## src/rtl/lsu_pkg.sv

```systemverilog
// lsu_pkg: shared definitions for the load/store unit controller.
//   - funct3 encodings for the supported loads/stores
//   - FSM state encoding
//   - default bus timeout (used only when LSU_TIMEOUT_EN is defined)
//   - is_supported(): legal funct3 check per access direction
package lsu_pkg;

  localparam logic [2:0] F3Lb  = 3'b000;
  localparam logic [2:0] F3Lh  = 3'b001;
  localparam logic [2:0] F3Lw  = 3'b010;
  localparam logic [2:0] F3Lbu = 3'b100;
  localparam logic [2:0] F3Lhu = 3'b101;
  localparam logic [2:0] F3Sb  = 3'b000;
  localparam logic [2:0] F3Sh  = 3'b001;
  localparam logic [2:0] F3Sw  = 3'b010;

  localparam int unsigned TimeoutDefault = 255;

  typedef enum logic [1:0] {
    StIdle = 2'b00,
    StBus  = 2'b01,
    StResp = 2'b10
  } lsu_state_e;

  function automatic logic is_supported(input logic we, input logic [2:0] f3);
    if (we) begin
      return (f3 == F3Sb) || (f3 == F3Sh) || (f3 == F3Sw);
    end
    return (f3 == F3Lb) || (f3 == F3Lh) || (f3 == F3Lw) || (f3 == F3Lbu) || (f3 == F3Lhu);
  endfunction

endpackage

```

## src/rtl/lsu_align.sv

```systemverilog
// lsu_align: purely combinational LSU formatting.
// Ports:
//   we_i, funct3_i, addr_lo_i : access kind and byte offset within the word
//   st_data_i                 : raw store data (rs2)
//   ld_raw_i                  : raw 32-bit word read from the bus
//   supported_o               : funct3 is legal for this direction
//   misaligned_o              : legal access that is not naturally aligned
//   sel_o                     : Wishbone byte lanes
//   st_data_o                 : store data replicated across all lanes
//   ld_data_o                 : extracted and sign/zero-extended load data
module lsu_align
  import lsu_pkg::*;
(
  input  logic        we_i,
  input  logic [2:0]  funct3_i,
  input  logic [1:0]  addr_lo_i,
  input  logic [31:0] st_data_i,
  input  logic [31:0] ld_raw_i,
  output logic        supported_o,
  output logic        misaligned_o,
  output logic [3:0]  sel_o,
  output logic [31:0] st_data_o,
  output logic [31:0] ld_data_o
);

  logic        w_byte;
  logic        w_half;
  logic        w_word;
  logic [7:0]  w_byte_val;
  logic [15:0] w_half_val;

  always_comb begin
    supported_o  = is_supported(we_i, funct3_i);
    w_byte       = (funct3_i[1:0] == 2'b00);
    w_half       = (funct3_i[1:0] == 2'b01);
    w_word       = (funct3_i[1:0] == 2'b10);
    // Unsupported encodings never raise a misalignment flag.
    misaligned_o = supported_o &
                   ((w_half & addr_lo_i[0]) | (w_word & (addr_lo_i != 2'b00)));

    sel_o     = 4'b0000;
    st_data_o = st_data_i;
    if (w_byte) begin
      sel_o     = 4'b0001 << addr_lo_i;
      st_data_o = {4{st_data_i[7:0]}};
    end else if (w_half) begin
      sel_o     = addr_lo_i[1] ? 4'b1100 : 4'b0011;
      st_data_o = {2{st_data_i[15:0]}};
    end else if (w_word) begin
      sel_o     = 4'b1111;
    end

    unique case (addr_lo_i)
      2'b00:   w_byte_val = ld_raw_i[7:0];
      2'b01:   w_byte_val = ld_raw_i[15:8];
      2'b10:   w_byte_val = ld_raw_i[23:16];
      default: w_byte_val = ld_raw_i[31:24];
    endcase
    w_half_val = addr_lo_i[1] ? ld_raw_i[31:16] : ld_raw_i[15:0];

    unique case (funct3_i)
      F3Lb:    ld_data_o = {{24{w_byte_val[7]}}, w_byte_val};
      F3Lbu:   ld_data_o = {24'h0, w_byte_val};
      F3Lh:    ld_data_o = {{16{w_half_val[15]}}, w_half_val};
      F3Lhu:   ld_data_o = {16'h0, w_half_val};
      default: ld_data_o = ld_raw_i;
    endcase
  end

endmodule

```

## src/rtl/lsu_ctrl.sv

```systemverilog
// lsu_ctrl: load/store unit controller; sole master on the Wishbone data port.
// Takes one request at a time (IDLE -> BUS -> RESP), checks alignment, runs a
// single classic Wishbone cycle and returns a one-cycle response with flags.
// Ports:
//   clk_i, rst_i                      : clock, async active-high reset
//   req_*                             : pipeline request (valid/ready handshake)
//   rsp_valid_o, rsp_data_o, e_*_o    : one-cycle response and exception flags
//   wbm_*                             : Wishbone classic master
// Configuration:
//   LSU_TIMEOUT_EN : when defined, a BUS access that sees no ack/err within
//                    TIMEOUT_CYCLES cycles is terminated with an access fault.
// All outputs come straight from registers.
module lsu_ctrl
  import lsu_pkg::*;
#(
  parameter int unsigned TIMEOUT_CYCLES = TimeoutDefault
) (
  input  logic        clk_i,
  input  logic        rst_i,
  input  logic        req_valid_i,
  output logic        req_ready_o,
  input  logic        req_we_i,
  input  logic [2:0]  req_funct3_i,
  input  logic [31:0] req_addr_i,
  input  logic [31:0] req_data_i,
  output logic        rsp_valid_o,
  output logic [31:0] rsp_data_o,
  output logic        e_ld_addr_mis_o,
  output logic        e_st_addr_mis_o,
  output logic        e_ld_acc_fault_o,
  output logic        e_st_acc_fault_o,
  output logic [31:0] wbm_adr_o,
  output logic [31:0] wbm_dat_o,
  output logic [3:0]  wbm_sel_o,
  output logic        wbm_we_o,
  output logic        wbm_cyc_o,
  output logic        wbm_stb_o,
  input  logic [31:0] wbm_dat_i,
  input  logic        wbm_ack_i,
  input  logic        wbm_err_i
);

  lsu_state_e  r_state;
  logic        r_req_ready;
  logic        r_we;
  logic [2:0]  r_funct3;
  logic [1:0]  r_addr_lo;
  logic        r_cyc;
  logic        r_wbm_we;
  logic [31:0] r_adr;
  logic [3:0]  r_sel;
  logic [31:0] r_dat;
  logic        r_rsp_valid;
  logic [31:0] r_rsp_data;
  logic        r_ld_mis;
  logic        r_st_mis;
  logic        r_ld_acc;
  logic        r_st_acc;

`ifdef LSU_TIMEOUT_EN
  localparam int unsigned CntW = ($clog2(TIMEOUT_CYCLES + 1) > 8) ?
                                 $clog2(TIMEOUT_CYCLES + 1) : 8;
  logic [CntW-1:0] r_cnt;
`else
  logic w_unused_timeout;
  assign w_unused_timeout = ^TIMEOUT_CYCLES;
`endif

  logic        w_in_idle;
  logic        w_we;
  logic [2:0]  w_funct3;
  logic [1:0]  w_addr_lo;
  logic        w_supported;
  logic        w_misaligned;
  logic [3:0]  w_sel;
  logic [31:0] w_st_data;
  logic [31:0] w_ld_data;

  // In IDLE the formatter decodes the incoming request; afterwards it sees the
  // latched request so load data can be formatted when the ack arrives.
  assign w_in_idle = (r_state == StIdle);
  assign w_we      = w_in_idle ? req_we_i          : r_we;
  assign w_funct3  = w_in_idle ? req_funct3_i      : r_funct3;
  assign w_addr_lo = w_in_idle ? req_addr_i[1:0]   : r_addr_lo;

  lsu_align u_align (
    .we_i         (w_we),
    .funct3_i     (w_funct3),
    .addr_lo_i    (w_addr_lo),
    .st_data_i    (req_data_i),
    .ld_raw_i     (wbm_dat_i),
    .supported_o  (w_supported),
    .misaligned_o (w_misaligned),
    .sel_o        (w_sel),
    .st_data_o    (w_st_data),
    .ld_data_o    (w_ld_data)
  );

  always_ff @(posedge clk_i or posedge rst_i) begin
    if (rst_i) begin
      r_state     <= StIdle;
      r_req_ready <= 1'b1;
      r_we        <= 1'b0;
      r_funct3    <= 3'b000;
      r_addr_lo   <= 2'b00;
      r_cyc       <= 1'b0;
      r_wbm_we    <= 1'b0;
      r_adr       <= '0;
      r_sel       <= '0;
      r_dat       <= '0;
      r_rsp_valid <= 1'b0;
      r_rsp_data  <= '0;
      r_ld_mis    <= 1'b0;
      r_st_mis    <= 1'b0;
      r_ld_acc    <= 1'b0;
      r_st_acc    <= 1'b0;
`ifdef LSU_TIMEOUT_EN
      r_cnt       <= '0;
`endif
    end else begin
      // Response fields are single-cycle; they fall back to zero by default.
      r_rsp_valid <= 1'b0;
      r_rsp_data  <= '0;
      r_ld_mis    <= 1'b0;
      r_st_mis    <= 1'b0;
      r_ld_acc    <= 1'b0;
      r_st_acc    <= 1'b0;
      unique case (r_state)
        StIdle: begin
          if (req_valid_i) begin
            r_we        <= req_we_i;
            r_funct3    <= req_funct3_i;
            r_addr_lo   <= req_addr_i[1:0];
            r_req_ready <= 1'b0;
            if (!w_supported) begin
              r_state     <= StResp;
              r_rsp_valid <= 1'b1;
            end else if (w_misaligned) begin
              r_state     <= StResp;
              r_rsp_valid <= 1'b1;
              r_ld_mis    <= ~req_we_i;
              r_st_mis    <= req_we_i;
            end else begin
              r_state  <= StBus;
              r_cyc    <= 1'b1;
              r_wbm_we <= req_we_i;
              r_adr    <= {req_addr_i[31:2], 2'b00};
              r_sel    <= w_sel;
              r_dat    <= w_st_data;
`ifdef LSU_TIMEOUT_EN
              r_cnt    <= '0;
`endif
            end
          end
        end
        StBus: begin
          // err has priority over a simultaneous ack.
          if (wbm_err_i) begin
            r_state     <= StResp;
            r_cyc       <= 1'b0;
            r_wbm_we    <= 1'b0;
            r_rsp_valid <= 1'b1;
            r_ld_acc    <= ~r_we;
            r_st_acc    <= r_we;
          end else if (wbm_ack_i) begin
            r_state     <= StResp;
            r_cyc       <= 1'b0;
            r_wbm_we    <= 1'b0;
            r_rsp_valid <= 1'b1;
            r_rsp_data  <= r_we ? 32'h0 : w_ld_data;
          end
`ifdef LSU_TIMEOUT_EN
          else if (r_cnt == CntW'(TIMEOUT_CYCLES - 1)) begin
            r_state     <= StResp;
            r_cyc       <= 1'b0;
            r_wbm_we    <= 1'b0;
            r_rsp_valid <= 1'b1;
            r_ld_acc    <= ~r_we;
            r_st_acc    <= r_we;
          end else begin
            r_cnt <= r_cnt + CntW'(1);
          end
`endif
        end
        StResp: begin
          r_state     <= StIdle;
          r_req_ready <= 1'b1;
        end
        default: begin
          r_state     <= StIdle;
          r_req_ready <= 1'b1;
          r_cyc       <= 1'b0;
        end
      endcase
    end
  end

  assign req_ready_o      = r_req_ready;
  assign rsp_valid_o      = r_rsp_valid;
  assign rsp_data_o       = r_rsp_data;
  assign e_ld_addr_mis_o  = r_ld_mis;
  assign e_st_addr_mis_o  = r_st_mis;
  assign e_ld_acc_fault_o = r_ld_acc;
  assign e_st_acc_fault_o = r_st_acc;
  assign wbm_adr_o        = r_adr;
  assign wbm_dat_o        = r_dat;
  assign wbm_sel_o        = r_sel;
  assign wbm_we_o         = r_wbm_we;
  assign wbm_cyc_o        = r_cyc;
  assign wbm_stb_o        = r_cyc;

endmodule

```

## config.mk

```make
export PLATFORM = sky130hd
export DESIGN_NAME = lsu_ctrl
export DESIGN_NICKNAME = d
export VERILOG_FILES = /design/src/rtl/lsu_pkg.sv /design/src/rtl/lsu_align.sv /design/src/rtl/lsu_ctrl.sv
export SDC_FILE = /design/constraint.sdc
export NUM_CORES = 1
export LEC_CHECK = 0
export ABC_AREA = 1
export CAP_MARGIN = 20
export CORE_MARGIN = 8
export CORE_UTILIZATION = 37
export DETAILED_ROUTE_END_ITERATION = 12
export PLACE_DENSITY_LB_ADDON = 0.05
export SKIP_CTS_REPAIR_TIMING = 1
export SLEW_MARGIN = 5
export SYNTH_ARGS = -nofsm -noshare
export SYNTH_HDL_FRONTEND = slang
export SYNTH_SLANG_ARGS = --single-unit
```

## constraint.sdc

```tcl
create_clock -name clk_i -period 4.4 [get_ports clk_i]
set_input_delay 0.88 -clock clk_i [delete_from_list [all_inputs] [get_ports clk_i]]
set_output_delay 0.88 -clock clk_i [all_outputs]
set_load 0.005 [all_outputs]
```

==> flow_summary.ini, run 1 <==
[run_status]
status = complete, no violations

[critical_path]
slowest_stage = buf_4
path_max_fanout = 68
worst-path-buf-inv = 3
cp_top_family = buffers and inverters
crit_type = reg -> reg
path_common_cell = nand2_1
worstPathRequired_ns = 4.74
start_kind = flop
max_stage_delay_ns = 0.55
cp_cell_sequence = nor2_4, buf_4, nand2_1, o21ai_2, nor2_1, buf_4, nand2_1, nand2_1, nor2_4, buf_4, nand4_1, nand2_1
arrival_ns = 3.52
endpoint_kind = flop

[synth]
netlist_top_cells_area = dfrtp_1 52%, nand2_1 21%, nand4_1 7.7%, nand3_1 4.1%, nor2_1 3.4%
ys_types = 24
netlist_area_sq_um = 5440
syn_inst = 697
synthArstFlopShare_pct = 100
avgSynthCellArea_sq_um = 7.80
ys_seq_elements = 114
synth-edff-count = 0
synth_ff_type = dfrtp_1
yosysTopAreaCellShare_pct = 52.0
synth_most_common_cell = nand2_1
synth_common_cells = 303 x nand2_1, 113 x dfrtp_1, 67 x nand4_1, 49 x nor2_1, 45 x nand3_1
synth_area_leader_cell = dfrtp_1
ys_warn_count = 0
ys_seq_area_share_pct = 52.5

[placement]
gp_congestion = 0.819
placedInstanceArea_sq_um = 7610
dp_slack_ns = 0.939
hpwl_mm = 13.6
port_buffers = 211

[routing]
vias = 5443
drtAntennaViolNets = 0
wirelength_mm = 18.7
drt_drc_violations_left = 0
first_pass_iters = 7
first_iter_violations = 350
post_drt_wl_per_cell_microns = 17.2
vias_per_cell = 5.01

[timing]
hold_ws_ns = 0.465
finalCriticalPeriod_ns = 3.18
finalMaxSlewViolations = 0
rsz0062_at_grt = false
setup_viol = 0
timing.setup.tns_ns = 0
post-route-period-util_pct = 72.3
fmax_mhz = 314
finalClockSkew_ns = 0.00636
slew_headroom_pct = 37.9
worst_pin_slew_ns = 0.932
finalHoldViolations = 0
setup_ws_ns = 1.22

[global_route]
grt_antenna_before_repair = 0
gr-total-overflow = 0
grt_max_degree = 69
grtUsageTotal_pct = 20.2
grt_pass1_vias = 5566
grt_first_pass_wirelength_mm = 29.5

[worst_hold_path]
hp-class = reg -> reg

[clocking]
cts_sinks = 114
cts_root_buf = clkbuf_16
cts_tree = yes
clk_latency_ns = 0.41
htree_levels = 4
cts_made_buffers = 17
clockBufferDepth = 2
path_clk_slew_ns = 0.05

[layout]
finish.instance_area_sq_um = 8200
nFillCells = 1350
antennaDiodeCount = 0
area_delta_synth_final_pct = 50.7
drive_gt1_share_pct = 5.98
final_nets = 998

[power_and_ir_drop]
p_leak_nw = 4.06
p_total_mw = 5.61
cellPowerDensity_nw_per_um2 = 684
ir_worst_vdd_uv = 300

[floorplan]
io_pins = 214
start_util_pct = 37.7
num_rows = 44
die_w_microns = 137
die_h_microns = 137
die-area_sq_um = 18800
core_sq_um = 14400

[run]
drv_cap = 0
[path summary, 6_finish.rpt]
| check | endpoint | cells after the start | startpoint | slack (ns) |
|---|---|---|---|---|
| setup / recovery | wbm_dat_o[14]$_DFFE_PP0P_ | 12 | r_state[1]$_DFFE_PP0P_ | 1.22 |
| hold / removal | e_ld_acc_fault_o$_DFF_PP0_ | 1 | r_we$_DFFE_PP0P_ | 0.47 |
| setup reg to reg | wbm_dat_o[14]$_DFFE_PP0P_ | 12 | r_state[1]$_DFFE_PP0P_ | 1.22 |
| hold reg to reg | e_ld_acc_fault_o$_DFF_PP0_ | 1 | r_we$_DFFE_PP0P_ | 0.47 |
| max in group asynchronous | wbm_adr_o[17]$_DFFE_PP0P_ | 3 | rst_i | 2.58 |
| min in group asynchronous | wbm_cyc_o$_DFFE_PP0P_ | 2 | rst_i | 0.93 |
[worst register-to-register path: stages (launching register included)]
cell	delay (ns)
dfrtp_1	0.46
nor2_4	0.15
buf_4	0.47
nand2_1	0.13
o21ai_2	0.38
nor2_1	0.08
buf_4	0.21
nand2_1	0.08
nand2_1	0.10
nor2_4	0.10
buf_4	0.55
nand4_1	0.26
nand2_1	0.13
[cell usage in the layout, fill, tap and decap left out, types with 6 or more instances in the layout]
master,Yosys,routed
buf_4,7,9
nand4_1,67,67
o21ai_0,13,13
clkbuf_16,0,17
a21oi_1,10,10
nand3_1,45,45
inv_1,30,29
clkbuf_8,0,6
nand2_2,6,6
nand2_1,303,303
nor2_1,49,49
clkdlybuf4s50_1,0,210
dfrtp_1,113,113
[metal layers]
layer	share of wire [%]	global-route usage, %
met1	42	24.8
met2	46	31.1
met3	10	8.06
met4	2.2	7.91
met5	0	0
[metrics by stage]
stage | std cells | utilization, %
4_1_cts | 1087 | 56.8
3_5_place_dp | 1058 | 52.8
6_report | 1087 | 56.8
3_3_place_gp | 1058 | 52.8
5_1_grt | 1087 | 56.8
2_1_floorplan | 698 | -
[state kept, by name, indices dropped and copies added (netlist names), 2 cells and up]
name	flops
rsp_data_o	32
wbm_dat_o	32
wbm_adr_o	30
wbm_sel_o	4
r_funct3	3
r_addr_lo	2
r_state	2
[where the power goes]
group	total, mW	internal (mW)	switching, mW
clock	1.36	0.912	0.449
combinational	2.65	1.09	1.56
sequential	1.60	1.41	0.190
total	5.61	3.41	2.20
[cell families after synthesis]
group,synth area share (%)
simple gates,38.3
other cells,0.0689
buf+inv,6.69
compound gates,2.46
flops,52.5
[final cells by class]
cell class | count | area (sq um) | area share (%)
sequential | 114 | 2850 | 34.8
tap | 184 | 230 | 2.81
inverter | 32 | 123 | 1.50
timing repair buffer | 220 | 2170 | 26.5
multi-input combinational | 508 | 2230 | 27.2
clock buffer | 25 | 515 | 6.29
clock inverter | 4 | 72.6 | 0.885
Power figures use the tool's default switching activity.
==> run 2, diff against run 1 <==
==> constraint.sdc (replaced) <==
create_clock -name clk_i -period 2.9 [get_ports clk_i]
set_input_delay 0.58 -clock clk_i [delete_from_list [all_inputs] [get_ports clk_i]]
set_output_delay 0.58 -clock clk_i [all_outputs]
set_load 0.005 [all_outputs]
==> run 2 against run 1 <==
  * Sequential power is 52% higher
  * Via count is 3.0% higher
  * Register-to-register slack worse by 0.69 ns
  * Clock-buffer cell count is 3 lower
  * Highest routed layer unchanged
==> flow_summary.ini, run 2 (synthesis gave the netlist of run 1 again) <==
[critical_path]
worstPathRequired_ns = 3.19
start_kind = flop
cp_cell_sequence = nor2_4, buf_4, nand2_1, nand2_1, nand2_1, a21oi_1, nor2_4, buf_4, nand4_1, nand2_1
path_common_cell = nand2_1
max_stage_delay_ns = 0.46
cp_top_family = simple AND/OR/NAND/NOR gates
worst-path-buf-inv = 2
crit_type = reg -> reg
arrival_ns = 2.66
r2r_slack_ns = 0.53
path_max_fanout = 46
slowest_stage = dfrtp_1
endpoint_kind = flop

[timing]
timing.setup.tns_ns = 0
finalClockSkew_ns = 0.00420
slew_headroom_pct = 59.1
post-route-period-util_pct = 81.7
fmax_mhz = 422
finalCriticalPeriod_ns = 2.37
setup_viol = 0
hold_ws_ns = 0.466
finalMaxSlewViolations = 0
rsz0062_at_grt = false
finalHoldViolations = 0
worst_pin_slew_ns = 0.614

[routing]
drtAntennaViolNets = 0
drt_drc_violations_left = 0
first_iter_violations = 399
post_drt_wl_per_cell_microns = 17.4
first_pass_iters = 5
wirelength_mm = 19.1
vias_per_cell = 5.10
vias = 5605

[floorplan]
start_util_pct = 37.7
num_rows = 44
die-area_sq_um = 18800
die_h_microns = 137
io_pins = 214
core_sq_um = 14400
die_w_microns = 137

[layout]
final_common_cell = nand2_1
finish.instance_area_sq_um = 8270
final_nets = 1006
area_delta_synth_final_pct = 52.0
final_cell_mix = 303 x nand2_1, 210 x clkdlybuf4s50_1, 113 x dfrtp_1
nFillCells = 1321
drive_gt1_share_pct = 7.22

[placement]
gp_congestion = 0.836
placedInstanceArea_sq_um = 7700
hpwl_mm = 13.7
port_buffers = 211

[clocking]
cts_root_buf = clkbuf_16
cts_sinks = 114
clockBufferDepth = 2
path_clk_slew_ns = 0.05
htree_levels = 4
cts_tree = yes
cts_made_buffers = 17
clk_latency_ns = 0.41

[run]
drv_cap = 0

[global_route]
gr-total-overflow = 0
grt_max_degree = 115
grtUsageTotal_pct = 20.6
grt_pass1_vias = 5659
grt_first_pass_wirelength_mm = 30.4
grt_antenna_before_repair = 0

[power_and_ir_drop]
ir_worst_vdd_uv = 515
p_leak_nw = 4.09
cellPowerDensity_nw_per_um2 = 1040

[worst_hold_path]
hp-class = reg -> reg

[run_status]
status = complete, no violations
==> run 2: cell count changes in the layout (fill, tap and decap cells not counted), sizes merged <==
cell      previous run  this run
buf                 10        18
bufinv               2         1
clkinvlp             1         4
diode                0         1
clkinv               2         7
clkbuf              25        22
inv                 31        30
==> run 2: worst paths after layout <==
path                                         endpoint  depth (start not counted)                       from
hold / removal              wbm_adr_o[26]$_DFFE_PP0P_                          2  wbm_adr_o[26]$_DFFE_PP0P_
min in group asynchronous  e_st_acc_fault_o$_DFF_PP0_                          3                      rst_i
hold reg to reg             wbm_adr_o[26]$_DFFE_PP0P_                          2  wbm_adr_o[26]$_DFFE_PP0P_
setup reg to reg             wbm_dat_o[4]$_DFFE_PP0P_                         10     r_state[1]$_DFFE_PP0P_
setup / recovery             wbm_dat_o[4]$_DFFE_PP0P_                         10     r_state[1]$_DFFE_PP0P_
max in group asynchronous   wbm_dat_o[18]$_DFFE_PP0P_                          3                      rst_i
==> run 2: area by class of cell <==
| cell class | count | area, sq um | area share, % |
|---|---|---|---|
| clock buffer | 22 | 484 | 5.86 |
| tap | 184 | 230 | 2.79 |
| multi-input combinational | 508 | 2230 | 27.0 |
| antenna | 1 | 2.50 | 0.0303 |
| timing repair buffer | 228 | 2260 | 27.3 |
| inverter | 32 | 124 | 1.50 |
| clock inverter | 10 | 82.6 | 0.999 |
| sequential | 114 | 2850 | 34.5 |
==> run 2: routing by layer <==
metal  vias up  share of wire (%)  track usage (%)  wire length [microns]
li1       2665                  -                -                      -
met4         0                1.6             6.34                    309
met1      2673                 41             25.9                   7850
met3        20                 10             8.50                   2000
met5         -                  0                0                      0
met2       247                 47             31.9                   8960
==> run 2: stage by stage <==
step	power (mW)	cells	utilization (%)	setup WS (ns)
floorplan	4.78	698	-	0.935
detailed placement	6.62	1066	53.4	0.320
global placement	6.54	1066	53.4	0.351
CTS	8.65	1098	57.3	0.533
finish	8.57	1099	57.3	0.530
global route	9.27	1098	57.3	0.300
==> run 2: power by group <==
group	internal, mW	total, mW	switching [mW]
registers	2.14	2.43	0.295
clock network	1.26	1.99	0.730
logic	1.74	4.15	2.41
total	5.14	8.57	3.44
==> run 2: worst min-delay path, stage by stage (launching register included) <==
cell	delay [ns]
dfrtp_1	0.34
nand2_1	0.05
nand2_1	0.04
==> run 3, diff against run 2 <==
==> constraint.sdc (replaced) <==
create_clock -name clk_i -period 2.2 [get_ports clk_i]
set_input_delay 0.44 -clock clk_i [delete_from_list [all_inputs] [get_ports clk_i]]
set_output_delay 0.44 -clock clk_i [all_outputs]
set_load 0.005 [all_outputs]
==> run 3 against run 2 <==
  * Highest routed layer unchanged
  * Power increased by 38%
  * Critical path type unchanged
  * Register-to-register slack got worse by 0.31 ns
  * Setup slack got worse by 0.31 ns
  * Clock power increased by 42%
==> flow_summary.ini, run 3 (synthesis gave the netlist of run 1 again) <==
[power_and_ir_drop]
p_total_mw = 11.9
p_leak_nw = 4.24
ir_worst_vdd_uv = 605
cellPowerDensity_nw_per_um2 = 1390

[run_status]
status = complete, no violations

[critical_path]
worstPathRequired_ns = 2.50
cp_cell_sequence = buf_4, inv_2, nand2_2, nand2_1, nand2_1, buf_4, nand2_2, inv_1, buf_4, nand2_1, nand3_1, nand4_1, nand2_1
endpoint_kind = flop
path_max_fanout = 8
start_kind = flop
path_common_cell = nand2_1
arrival_ns = 2.28
slowest_stage = dfrtp_1
cp_top_family = simple AND/OR/NAND/NOR gates
crit_type = reg -> reg
max_stage_delay_ns = 0.41
worst-path-buf-inv = 5

[floorplan]
core_sq_um = 14400
start_util_pct = 37.7
io_pins = 214
die_w_microns = 137
die_h_microns = 137
num_rows = 44
die-area_sq_um = 18800

[placement]
port_buffers = 211
gp_congestion = 0.824
hpwl_mm = 14.3
dp_slack_ns = -0.0184
placedInstanceArea_sq_um = 7890

[routing]
first_iter_violations = 420
vias = 5617
drtAntennaViolNets = 0
vias_per_cell = 5.00
wirelength_mm = 19.0
post_drt_wl_per_cell_microns = 16.9
first_pass_iters = 5
drt_drc_violations_left = 0

[global_route]
grt_pass1_vias = 5723
gr-total-overflow = 0
grt_antenna_before_repair = 1
grtUsageTotal_pct = 20.3
grt_max_degree = 49
grt_first_pass_wirelength_mm = 29.8

[timing]
finalHoldViolations = 0
setup_ws_ns = 0.224
post-route-period-util_pct = 89.8
finalMaxSlewViolations = 0
rsz0062_at_grt = false
finalClockSkew_ns = 0.00957
setup_viol = 0
finalCriticalPeriod_ns = 1.98
fmax_mhz = 506

[run]
drv_cap = 0

[clocking]
cts_made_buffers = 17
cts_sinks = 114
clk_latency_ns = 0.41
path_clk_slew_ns = 0.06
cts_tree = yes
htree_levels = 4
clockBufferDepth = 2
cts_root_buf = clkbuf_16

[layout]
area_delta_synth_final_pct = 57.0
finish.instance_area_sq_um = 8540
final_nets = 1031
drive_gt1_share_pct = 9.69
final_cell_mix = 303 x nand2_1, 210 x clkdlybuf4s50_1, 113 x dfrtp_1
final_common_cell = nand2_1

[worst_hold_path]
hp-class = in -> async
## run 3: cell count changes in the layout (fill, tap and decap cells not counted)
cell,previous run,this run
clkinv_4,0,2
clkbuf_8,4,2
clkinv_2,6,2
buf_4,15,37
buf_12,2,5
bufinv_16,1,3
inv_6,0,1
clkinvlp_4,4,5
## run 3: worst paths after layout
check                      slack (ns)                         to  cells after the start                     start
hold reg to reg                  0.47   wbm_sel_o[1]$_DFFE_PP0P_                      2  wbm_sel_o[1]$_DFFE_PP0P_
min in group clk_i               0.47   wbm_sel_o[1]$_DFFE_PP0P_                      2  wbm_sel_o[1]$_DFFE_PP0P_
max in group asynchronous        1.15   rsp_data_o[31]$_DFF_PP0_                      3                     rst_i
hold / removal                   0.40    r_funct3[0]$_DFFE_PP0P_                      2                     rst_i
setup / recovery                 0.22  wbm_dat_o[30]$_DFFE_PP0P_                     13    r_state[1]$_DFFE_PP0P_
setup reg to reg                 0.22  wbm_dat_o[30]$_DFFE_PP0P_                     13    r_state[1]$_DFFE_PP0P_
## run 3: final cells by class
cell class                      count  area [sq um]
Fill cell                        1318          5890
Tap cell                          184           230
Timing Repair Buffer              253          2480
Multi-Input combinational cell    508          2230
Sequential cell                   114          2850
Clock buffer                       20           457
Clock inverter                     12           156
Antenna cell                        1          2.50
Inverter                           32           124
## run 3: routing by layer
| layer | track usage (%) | vias to the layer above | part of all wire [%] |
|---|---|---|---|
| met3 | 7.80 | 23 | 10 |
| met2 | 33.1 | 236 | 48 |
| li1 | - | 2720 | - |
| met4 | 7.42 | 0 | 1.4 |
| met5 | 0 | - | 0 |
| met1 | 23.9 | 2638 | 41 |
## run 3: where the power goes
part	switching, mW	internal, mW	total (mW)	leakage (nW)
clock network	0.981	1.84	2.82	0.289
logic	3.26	2.60	5.85	2.47
registers	0.376	2.82	3.19	1.48
total	4.61	7.26	11.9	4.24
## run 3: per-stage QoR
step	setup TNS, ns	hold WS (ns)	cells	utilization (%)
after global placement	-0.00287	0.446	1088	54.7
after CTS	0	0.398	1120	58.9
after detailed placement	-0.0369	0.458	1088	54.7
after floorplan	0	0.424	698	-
final	0	0.398	1124	59.2
after global routing	0	0.428	1124	59.2
